[src/rtl/ram_pkg.sv]
// ram_pkg -- shared definitions for the RAM BIST engine.
//   ADDR_W_DEF / DATA_W_DEF : default RAM geometry (1024 x 8)
//   state_t                 : BIST controller state encoding
package ram_pkg;

  localparam int ADDR_W_DEF = 10;
  localparam int DATA_W_DEF = 8;

  typedef enum logic [2:0] {
    ST_IDLE,
    ST_WRITE,
    ST_READ,
    ST_DRAIN,
    ST_DONE
  } state_t;

endpackage

[src/rtl/ram_bist_patgen.sv]
// ram_bist_patgen -- test pattern word for one address.
//   addr_lsb : low DATA_W bits of the RAM address
//   seed     : run seed
//   pass     : 0 = true pattern, 1 = complemented pattern
//   word     : pattern word
module ram_bist_patgen #(
  parameter int DATA_W = 8
) (
  input  logic [DATA_W-1:0] addr_lsb,
  input  logic [DATA_W-1:0] seed,
  input  logic              pass,
  output logic [DATA_W-1:0] word
);

  logic [DATA_W-1:0] base;

  assign base = addr_lsb ^ seed;
  assign word = pass ? ~base : base;

endmodule

[src/rtl/ram_bist.sv]
// ram_bist -- two-pass write/read-back self test for a synchronous RAM.
// Ports:
//   clk, rst              : clock, asynchronous active-high reset
//   start, seed           : launch request (IDLE/DONE only) and pattern seed
//   addr, din, w_en, dout : RAM interface (dout valid one cycle after addr)
//   busy, done            : run in progress / run complete (sticky)
//   fail, fail_addr/data  : sticky failure flag, first failing address and read value
//   err_cnt               : saturating mismatch count, present only when
//                           RAM_BIST_ERRCNT_EN is defined
module ram_bist
  import ram_pkg::*;
#(
  parameter int ADDR_W = ADDR_W_DEF,
  parameter int DATA_W = DATA_W_DEF
) (
  input  logic              clk,
  input  logic              rst,
  input  logic              start,
  input  logic [DATA_W-1:0] seed,
  output logic [ADDR_W-1:0] addr,
  output logic [DATA_W-1:0] din,
  output logic              w_en,
  input  logic [DATA_W-1:0] dout,
  output logic              busy,
  output logic              done,
  output logic              fail,
  output logic [ADDR_W-1:0] fail_addr,
  output logic [DATA_W-1:0] fail_data
`ifdef RAM_BIST_ERRCNT_EN
  ,
  output logic [ADDR_W:0]   err_cnt
`endif
);

  localparam logic [ADDR_W-1:0] ADDR_MAX = '1;

  state_t            state_reg, state_next;
  logic              pass_reg, pass_next;
  logic [ADDR_W-1:0] addr_reg, addr_next;
  logic [DATA_W-1:0] seed_reg, seed_next;
  logic              cmp_valid_reg;
  logic [ADDR_W-1:0] cmp_addr_reg;
  logic              start_ok;
  logic              mismatch;
  logic [DATA_W-1:0] wr_word;
  logic [DATA_W-1:0] exp_word;

  assign start_ok = start && (state_reg == ST_IDLE || state_reg == ST_DONE);

  always_comb begin
    state_next = state_reg;
    pass_next  = pass_reg;
    addr_next  = addr_reg;
    seed_next  = seed_reg;
    case (state_reg)
      ST_IDLE, ST_DONE: begin
        if (start) begin
          state_next = ST_WRITE;
          pass_next  = 1'b0;
          addr_next  = '0;
          seed_next  = seed;
        end
      end
      ST_WRITE: begin
        if (addr_reg == ADDR_MAX) begin
          state_next = ST_READ;
          addr_next  = '0;
        end else begin
          addr_next = addr_reg + 1'b1;
        end
      end
      ST_READ: begin
        addr_next = addr_reg + 1'b1;
        if (addr_reg == ADDR_MAX) begin
          state_next = ST_DRAIN;
          addr_next  = '0;
        end
      end
      ST_DRAIN: begin
        addr_next = '0;
        if (!pass_reg) begin
          state_next = ST_WRITE;
          pass_next  = 1'b1;
        end else begin
          state_next = ST_DONE;
        end
      end
      default: state_next = ST_IDLE;
    endcase
  end

  // Write data is generated for the *next* address so din/w_en can be
  // registered and still line up with addr.
  ram_bist_patgen #(.DATA_W(DATA_W)) u_patgen_wr (
    .addr_lsb (addr_next[DATA_W-1:0]),
    .seed     (seed_next),
    .pass     (pass_next),
    .word     (wr_word)
  );

  // Expected data for the address read one cycle earlier.
  ram_bist_patgen #(.DATA_W(DATA_W)) u_patgen_exp (
    .addr_lsb (cmp_addr_reg[DATA_W-1:0]),
    .seed     (seed_reg),
    .pass     (pass_reg),
    .word     (exp_word)
  );

  assign mismatch = cmp_valid_reg && (dout != exp_word);

  always_ff @(posedge clk or posedge rst) begin
    if (rst) begin
      state_reg     <= ST_IDLE;
      pass_reg      <= 1'b0;
      addr_reg      <= '0;
      seed_reg      <= '0;
      cmp_valid_reg <= 1'b0;
      cmp_addr_reg  <= '0;
      din           <= '0;
      w_en          <= 1'b0;
      busy          <= 1'b0;
      done          <= 1'b0;
      fail          <= 1'b0;
      fail_addr     <= '0;
      fail_data     <= '0;
    end else begin
      state_reg     <= state_next;
      pass_reg      <= pass_next;
      addr_reg      <= addr_next;
      seed_reg      <= seed_next;
      cmp_valid_reg <= (state_reg == ST_READ);
      cmp_addr_reg  <= addr_reg;
      w_en          <= (state_next == ST_WRITE);
      din           <= (state_next == ST_WRITE) ? wr_word : '0;
      busy          <= (state_next == ST_WRITE) || (state_next == ST_READ) ||
                       (state_next == ST_DRAIN);
      if (start_ok) begin
        done      <= 1'b0;
        fail      <= 1'b0;
        fail_addr <= '0;
        fail_data <= '0;
      end else begin
        if (state_reg == ST_DRAIN && pass_reg) done <= 1'b1;
        // Only the first mismatch of a run is recorded.
        if (mismatch && !fail) begin
          fail      <= 1'b1;
          fail_addr <= cmp_addr_reg;
          fail_data <= dout;
        end
      end
    end
  end

  assign addr = addr_reg;

`ifdef RAM_BIST_ERRCNT_EN
  always_ff @(posedge clk or posedge rst) begin
    if (rst) begin
      err_cnt <= '0;
    end else if (start_ok) begin
      err_cnt <= '0;
    end else if (mismatch && (err_cnt != {(ADDR_W+1){1'b1}})) begin
      err_cnt <= err_cnt + 1'b1;
    end
  end
`endif

endmodule

[config.mk]
export PLATFORM = sky130hd
export DESIGN_NAME = ram_bist
export DESIGN_NICKNAME = d
export VERILOG_FILES = /design/src/rtl/ram_pkg.sv /design/src/rtl/ram_bist_patgen.sv /design/src/rtl/ram_bist.sv
export SDC_FILE = /design/constraint.sdc
export NUM_CORES = 1
export LEC_CHECK = 0
export BUFFER_PORTS_ARGS = -buffer_cell sky130_fd_sc_hd__buf_2
export CORE_UTILIZATION = 55
export CTS_CLUSTER_SIZE = 30
export DETAILED_ROUTE_END_ITERATION = 8
export GPL_TIMING_DRIVEN = 0
export PLACE_DENSITY = 0.83
export SLEW_MARGIN = 30
export SYNTH_ARGS = -nofsm -noshare
export SYNTH_HDL_FRONTEND = slang
export SYNTH_HIERARCHICAL = 1
export SYNTH_SLANG_ARGS = --single-unit
[constraint.sdc]
create_clock -name clk -period 2.4 [get_ports clk]
set_input_delay 0.36 -clock clk [delete_from_list [all_inputs] [get_ports clk]]
set_output_delay 0.36 -clock clk [all_outputs]
set_load 0.02 [all_outputs]
### After elaboration in Yosys (flattened, before gate mapping)

Cells that the tools add are included.

* register bits: 63
* latch bits: 0
* RAM bits: 0
* bits in read-only memories: 0
* input bits: 19
* logic and storage cells: 67
* memories: 0

* add/sub/neg operators: 1
* multipliers: 0
* divide/modulo/power cells: 0
* magnitude comparators: 0
* eq/ne operators: 10
* shift-type cells: 0
* multiplexer cells: 23
* bitwise gates (word level): 4
* reductions and logical operators: 15

Operators with widths (number)
* 2-to-1 mux 8 bit: 7
* 2-to-1 mux 10 bit: 4
* one-hot mux 10 bit (3 select lines): 1
* inverter 8 bit: 2
* bitwise XOR 8 bit: 2
* == test 3 x 2 -> 1 bit (second input constant): 4
* 2-to-1 mux 3 bit: 4
* one-hot mux 3 bit (4 select lines): 1
* adder 10 x 1 -> 10 bit (second input constant): 1
* == test 10 bit (second input constant): 1
* != test 8 bit: 1
* == test 3 x 1 -> 1 bit (second input constant): 2
* 2-to-1 mux 1 bit: 5
* logical AND 1 bit: 4
* nonzero test 2 bit: 2
* OR reduction 2 bit: 2
* == test 3 bit (second input constant): 1
* zero test 3 bit: 1
* logical OR 1 bit: 3
* nonzero test 3 bit: 1
* != test 2 bit (second input constant): 1
* one-hot mux 1 bit (2 select lines): 1
* AND reduction 2 bit: 1
* zero test 1 bit: 1

### Depth between registers and ports, before layout

Gate-level depths: netlist (run 1).

* depth after elaboration: 8
* mapped depth: 8
* gate-level depth less buffers: 7

### By module

The synthesis (run 1) kept the hierarchy.

Modules (own cells, without submodules)
* ram_bist: times used 1, cells each 254, area an instance 2690.1 µm²
* ram_bist_patgen: times used 2, cells each 9, area an instance 201.4 µm²

### Worst setup path before layout (run 1)

Ideal clock, no wire load.

* path kind: register to register
* start point: register pass_reg
* end point: register fail_addr[0]
* library setup time: 0.131 ns
* arrival time: 2.063 ns
* path slack: 0.207 ns
* cell stages (with the launch flop): 9
* path buffers: 3
* period minus slack after synthesis: 2.193 ns
* cell sequence: dfrtp_1 > buf_6 > xor3_1 > xor2_1 > nor4_1 > a21oi_1 > buf_2 > buf_2 > mux2i_1

* longest elaborated chain between the ends: 5

Ends and longest elaborated chain
* start, declared: RTL line ram_bist.sv:38 `logic pass_reg, pass_next;`
* start signal, assigned: RTL line ram_bist.sv:128 `pass_reg <= pass_next;`
* 2-to-1 mux 8 bit: RTL line ram_bist_patgen.sv:18 `assign word = pass ? ~base : base;`
* named net exp_word[3]: RTL line ram_bist.sv:46 `logic [DATA_W-1:0] exp_word;`
* != test 8 bit: RTL line ram_bist.sv:109 `assign mismatch = cmp_valid_reg && (dout != exp_word);`
* logical AND 1 bit: RTL line ram_bist.sv:109
* logical AND 1 bit: RTL line ram_bist.sv:145 `if (mismatch && !fail) begin`
* nonzero test 2 bit (no source line)
* end signal, assigned: RTL line ram_bist.sv:147 `fail_addr <= cmp_addr_reg;`
* end, declared: RTL line ram_bist.sv:27 `output logic [ADDR_W-1:0] fail_addr,`

The timed path passes the listed nets, and every way through them passes these cells.
A chain may end at the register's enable or synchronous reset.

### Worst setup path in the final report (run 1)

* start point: register pass_reg
* end point: register fail_addr[9]

Same word-level chain as after synthesis.

==> results of run 1 <==
[per-layer routing]
layer	vias to the layer above	global-route usage, %	share of wire (%)
met5	-	0	0
met4	0	11.7	2.4
met3	20	4.17	6.6
met2	106	38.1	45
met1	1111	33.1	45
li1	1072	-	-
[final timing paths]
kind,startpoint,cells past startpoint,to,slack [ps]
max in group asynchronous,rst,4,addr[0],1380
min in group asynchronous,rst,3,fail_data[0],510
worst max-delay path,pass_reg,8,fail_addr[9],50
worst min-delay path,seed[7],3,seed_reg[7],270
worst max register to register,pass_reg,8,fail_addr[9],50
worst min register to register,addr[3],0,cmp_addr_reg[3],460
[power by group]
part / leakage (nW) / switching, mW / internal [mW]
sequential: 0.764 / 0.00979 / 1.08
clock: 0.105 / 0.437 / 0.585
combinational: 0.984 / 0.0831 / 0.0659
total: 1.85 / 0.530 / 1.73
[worst max-delay path, cell delays in order, from the launching register on]
cell,delay [ps]
dfrtp_2,430
buf_6,150
xor3_1,430
xor2_1,180
nor4_2,360
a21oi_1,120
buf_4,200
buf_4,210
mux2i_1,140
[per-stage QoR]
stage | power (mW) | cells
global route | 2.33 | 417
finish | 2.26 | 417
CTS | 2.28 | 416
floorplan | 1.20 | 272
global placement | 1.25 | 400
detailed placement | 1.26 | 401
[logic make-up (layout without fill, tap and decap cells)]
kind of cell	Yosys count	after routing	share of synthesized area (%)
DFF	63	63	51.0
buffers and inverters	18	93	3.28
muxes	19	19	6.19
xor gates and xnor gates	26	26	15.1
adders and majority gates	1	1	0.404
AOI/OAI and AO/OA	31	31	7.08
and+or+nand+nor	114	114	17.0
[placed cells by master (no fill, tap or decap), types with 2 or more instances in the layout]
cell | netlist | routed
xor2_1 | 10 | 10
clkinv_4 | 0 | 2
buf_4 | 0 | 3
inv_1 | 4 | 3
nor4_2 | 0 | 2
nand3_1 | 8 | 8
nand2_1 | 72 | 72
clkinvlp_4 | 0 | 2
buf_2 | 3 | 59
xor3_1 | 16 | 16
a31oi_1 | 5 | 5
dfrtp_1 | 63 | 61
o21ai_0 | 5 | 5
o21a_1 | 2 | 2
mux2i_1 | 18 | 18
nand4_1 | 2 | 2
buf_6 | 4 | 4
dfrtp_2 | 0 | 2
nor2_1 | 5 | 5
nor3_1 | 2 | 2
bufinv_16 | 0 | 2
nand2b_1 | 5 | 5
clkbuf_1 | 6 | 4
clkbuf_8 | 0 | 9
a21oi_1 | 6 | 6
and2_1 | 9 | 9
[layout make-up]
| cell class | instances | area (µm²) |
|---|---|---|
| clock buffer | 9 | 124 |
| inverter | 4 | 17.5 |
| timing repair buffer | 61 | 328 |
| multi-input combinational | 191 | 1430 |
| tap | 70 | 87.6 |
| clock inverter | 7 | 97.6 |
| buffer | 12 | 83.8 |
| sequential | 63 | 1580 |
| fill | 409 | 1530 |
[timing repair]
action | 4_1_cts | 5_1_grt
endpoints found under the setup margin | 12 | 12
buffers inserted | 0 | 1
hold buffers | 1 | 0
hold endpoints to repair | 21 | 0
resized for setup | 3 | 4
pin swaps | 0 | 1
==> metrics list, run 1 <==
- Clock-pin transition on the worst setup and hold timing paths: 70 ps
- Dividing the detail-routed via count by the number of cells gives approximately 5.5.
- Minimum setup slack after placement: -115 ps
- Wire length per cell: about 16 µm
- Initial Utilization: about three fifths
* Synth-to-layout area growth: 21.1%
* Type of element capturing the critical path: flip-flop
- The via count of the first global-routing pass came to 2204.
- The number of nets in the synthesized netlist is ~300.
- Port buffer count: between 50 and 60
- Sequential elements use around half of the synthesized area.
* Synthesized area: approximately 0.0031 mm²
* Pwr/cell area: approximately 600 mW/mm²
* Arr. time, crit path: between 2000 and 3000 ps
* Clock sink total: 63
* Final core utilization: around 71%
- VDD sags by at most between 0.0003 and 0.0004 V.
- #FFs+latches synth: 63
- The Yosys step of the flow raised 6 warnings.
* Placement row count: 26
* Root buf cell: clkbuf_8
- Mean instance size in the synthesized netlist: 11.4 µm²
- Along the worst path, the maximum fanout reaches 10.
- The die covers just under 0.006 mm².
* Netlist cell types: 44
* Antenna Violating Nets Remaining: 0
- The first global-routing pass estimated 11000 µm of wire.
- The repair_antennas step left the layout with diodes totalling 0.
* Top-Level Pins: between 50 and 60
- In this run the worst hold path is classified as input port to flip-flop.
* Slew at the pin closest to its max-slew limit: 709 ps
- Final TNS setup: 0 ps
- Total Wirelength: 6750 µm
- Of the post-synthesis cell area, the dominant cell type holds between 50 and 60%.
- Maximum Capacitance Violations: 0
* Number of buffers between clock root and the deepest sink: 2
- Syn Inst Count: 272
- Time the worst path needs with I/O delays and setup: 2350 ps
- Crit Path Class: flip-flop to flip-flop
* Placed cell areas: ~0.0035 mm²
- Vias: around 2300
- The run finished with clean final reports.
* Commonest cells in the netlist: nand2_1 (72), dfrtp_1 (63), mux2i_1 (18)
* Library cell occupying the most area in the post-synthesis netlist: dfrtp_1
- TritonCTS built the clock tree.
- The post-route netlist has between 20 and 30% of its cells at a drive strength greater than 1.
- In this run the static leakage power is 1.85 nW.
* Cells taking the most area after synthesis: dfrtp_1 (51%), xor3_1 (12%), nand2_1 (8.7%), mux2i_1 (5.8%), xor2_1 (2.8%)
- Number of design rule violations left after detail routing: 0
- Yosys mapped a number of flops with a built-in enable equal to 0.
- Maximum clock frequency: approximately 430 MHz
- Most used flip-flop cell after synthesis: dfrtp_1
- After routing the design area is ~0.0037 mm².
* First-pass detailed-route iteration total: 4
- The number of antenna violations at the first check in global routing is 0.
- Largest net degree at the start of global routing: between 40 and 50
- Detailed placement finished with a half-perimeter wire length of about 4600 µm.
- Weighted congestion reported at the end of routability-driven placement: 0.880
- Headroom to the max-slew limit came out at ~52%.
* # H-tree levels: 3
- The tightest hold path in the finished design has a slack of roughly 270 ps.
- CP required: roughly 2600 ps
- In the global route stage, overall resource usage came out at between 20% and 30%.
- For the final database, setup skew stands at ~7 ps.
* Die W: between 70 and 80 µm
- Setup violations remaining at the end of the flow were counted as 0.
- Clock latency of the later-clocked register in the worst-skew pair: ~340 ps
- Post-route clock period utilization: a little over nine tenths
- For this run the aggregate overflow at the end of global routing stands at 0.
* Initial DRC Count: 167
- Nets: 362
- After floorplanning, the core was sized to cover approximately 0.0053 mm².
- Overall die height: approximately 77 µm
- Cell with the most instances after synthesis: nand2_1
* Post-layout worst setup margin: 54.9 ps
- Fin. Hold Viols: 0
- The final number of max-transition violations is 0.
* Category of the worst setup path launch point: flip-flop
- Counting the buffers created by CTS gives 9.
- Of all flip-flops after synthesis, the portion carrying an async set or reset was 100%.
Power figures use the tool's default switching activity.
==> run 2: changes to the inputs <==
--- a/config.mk
+++ b/config.mk
@@ -10,7 +10,7 @@
 export CTS_CLUSTER_SIZE = 30
 export DETAILED_ROUTE_END_ITERATION = 8
 export GPL_TIMING_DRIVEN = 0
-export PLACE_DENSITY = 0.83
+export PLACE_DENSITY = 0.79
 export SLEW_MARGIN = 30
 export SYNTH_ARGS = -nofsm -noshare
 export SYNTH_HDL_FRONTEND = slang
==> run 2 against run 1 <==
  * Sequential share of layout area decreased by 0.46 points
  * Critical path type unchanged
  * Design area increased by 1.1%
  * Global-route usage decreased by 0.32 points
  * First-iteration DRC count increased by 22%
  * Hold slack got worse by 1.6 ps
  * Largest power group unchanged
  * Core utilization increased by 0.78 points
  * Highest routed layer unchanged
  * Combinational power about the same
==> metrics list, run 2 (synthesized netlist as in run 1, its figures left out) <==
- Status: completed (unchanged)
- The wire length of the first global-routing pass is 10900 µm (was 11000 µm).
- Post-route clock period utilization: 97.1% (was 97.7%)
- Clock-pin transition on the worst setup and hold timing paths: 80 ps (was 70 ps)
* Nets: 367 (was 362)
* Crit Path Class: flip-flop to flip-flop (unchanged)
- CP required: 2660 ps (was 2620 ps)
* Category of the worst setup path launch point: flip-flop (unchanged)
- The transition time of the tightest slew-check pin is 610 ps (was 709 ps).
* RSZ-0062 raised after global routing: no
- Post-layout worst setup margin: 68.9 ps (was 54.9 ps)
* Type of element capturing the critical path: flip-flop (unchanged)
* Total clock buffers created by CTS: 9 (unchanged)
- Storage cell area: 0.00158 mm² (unchanged)
- The number of diodes was 0 (unchanged).
- Pwr/cell area: 597 mW/mm² (was 604 mW/mm²)
- Most frequent cells in the layout: nand2_1 (72), dfrtp_1 (61), buf_2 (59), mux2i_1 (18), xor3_1 (16) (unchanged).
* Clock skew after layout: 8.44 ps (was 6.96 ps)
* Half-perimeter wire length after placement: 4590 µm (about the same)
- Largest net degree at the start of global routing: 44 (was 43)
- The hold violation count in the final report came to 0 (unchanged).
* Slew Viols, Final: 0 (unchanged)
* Maximum Capacitance Violations: 0 (unchanged)
- Number of design rule violations left after detail routing: 0 (unchanged)
- Clock sink total: 63 (unchanged)
- Die area: 0.00593 mm² (unchanged)
- The mean routed wirelength per cell came to 15.4 µm (was 16.2 µm).
- The layout cell share with drive strength beyond 1 is 29.0% (was 28.0%).
- The clock root buffer master was clkbuf_8 (unchanged).
* Arr. time, crit path: 2590 ps (was 2560 ps)
- The y dimension of the die was 77.0 µm (unchanged).
- Footprint of the multi-input gates: 0.00143 mm² (about the same)
* Cell leakage power: 1.88 nW (was 1.85 nW)
- Overflow left after global routing: 0 (unchanged)
* TritonCTS clock tree: built (unchanged)
- Commonest non-fill, non-tap cell in the layout: nand2_1 (unchanged)
- Maximum fanout count along the critical path: 10 (unchanged)
- Number of buffers between clock root and the deepest sink: 2 (unchanged)
- The count of boundary I/O pins is 59 (unchanged).
- Time the worst path needs with I/O delays and setup: 2330 ps (was 2350 ps)
* Placeable Area: 0.00527 mm² (unchanged)
- The via count of the first global-routing pass came to 2187 (was 2204).
* First-pass detailed-route iteration total: 4 (unchanged)
- Vias: 2264 (was 2309)
- The number of nets with antenna violations after detailed routing was 0 (unchanged).
- The register-to-register setup slack is 70 ps (was 50 ps).
- Port buffer count: 58 (unchanged)
- Min-Delay Path Class: input port to flip-flop (unchanged)
- Initial DRC Count: 203 (was 167)
* Final setup viols: 0 (unchanged)
- GRT Util Overall: 24.0% (was 24.4%)
- The filler cell count in the final layout is 395 (was 409).
- The detailed-route wire length was 6510 µm (was 6750 µm).
- Final TNS setup: 0 ps (unchanged)
* Number of antenna violations at the first check in global routing: 0 (unchanged)
* Clock latency of the later-clocked register in the worst-skew pair: 340 ps (about the same)
* Vias per cell: 5.36 (was 5.54)
- Synth-to-layout area growth: 22.4% (was 21.1%)
- Placement row count: 26 (unchanged)
- Die W: 77.0 µm (unchanged)
* Minimum setup slack after placement: -122 ps (was -115 ps)
- The maximum vdd ir drop is 0.000348 V (was 0.000347 V).
- Weighted congestion reported at the end of routability-driven placement: 0.875 (was 0.880)
- Maximum clock frequency: 429 MHz (was 426 MHz)
- # H-tree levels: 3 (unchanged)
- The remaining max-slew budget at the tightest pin is 59.2% (was 52.5%).
* Initial Utilization: 58.7% (unchanged)
run 2: cell count changes in the layout (fill, tap and decap cells not counted):
| cell | before | now |
|---|---|---|
| nor3b_4 | 0 | 1 |
| buf_4 | 3 | 7 |
| clkbuf_2 | 0 | 1 |
| nor3b_2 | 1 | 0 |
run 2: per-stage QoR:
step                utilization (%)  hold WS [ps]  total power [mW]  area, µm²  cells
global placement               65.9           443              1.25       3470    400
finish                         71.8           271              2.26       3790    422
detailed placement             66.3           327              1.26       3490    401
CTS                            71.0           262              2.27       3740    417
floorplan                         -           484              1.20       3090    272
global route                   71.8           284              2.33       3790    422
run 2: repair_timing:
| item | 4_1_cts | 5_1_grt |
|---|---|---|
| pin swaps | 0 | 2 |
| setup endpoints to repair | 12 | 13 |
| hold buffers | 1 | 0 |
| gates resized for setup | 5 | 5 |
| buffers inserted | 0 | 5 |
| endpoints found under the hold margin | 20 | 0 |
run 2: final cells by class:
class / count / area share (%)
tap: 70 / 2.31
multi-input combinational: 191 / 37.9
buffer: 13 / 2.35
clock buffer: 9 / 3.27
clock inverter: 7 / 2.58
inverter: 4 / 0.463
timing repair buffer: 65 / 9.45
sequential: 63 / 41.7
run 2: routing by layer:
layer | share of wire [%] | vias up | GRT usage (%)
met4 | 1.9 | 0 | 11.1
li1 | - | 1079 | -
met5 | 0 | - | 0
met2 | 46 | 80 | 36.4
met3 | 4.7 | 11 | 4.05
met1 | 47 | 1094 | 34.1
run 2: worst max-delay path, cell delays in order (launching register included):
cell	delay, ps
dfrtp_2	420
buf_6	150
xor3_1	450
xor2_1	190
nor4_2	320
a21oi_1	120
buf_4	210
buf_4	210
mux2i_1	180
run 2: report_power, final:
part           total, mW  internal [mW]  switching, mW
Combinational      0.147         0.0660         0.0811
Clock               1.02          0.586          0.436
Sequential          1.09           1.08         0.0102
run 2: worst paths after layout:
kind | from | to | cells past startpoint
min in group asynchronous | rst | fail_addr[7] | 3
worst max register to register | pass_reg | fail_data[3] | 8
max in group asynchronous | rst | pass_reg | 4
worst max-delay path | pass_reg | fail_data[3] | 8
worst min register to register | addr[3] | cmp_addr_reg[3] | 0
worst min-delay path | seed[7] | seed_reg[7] | 3
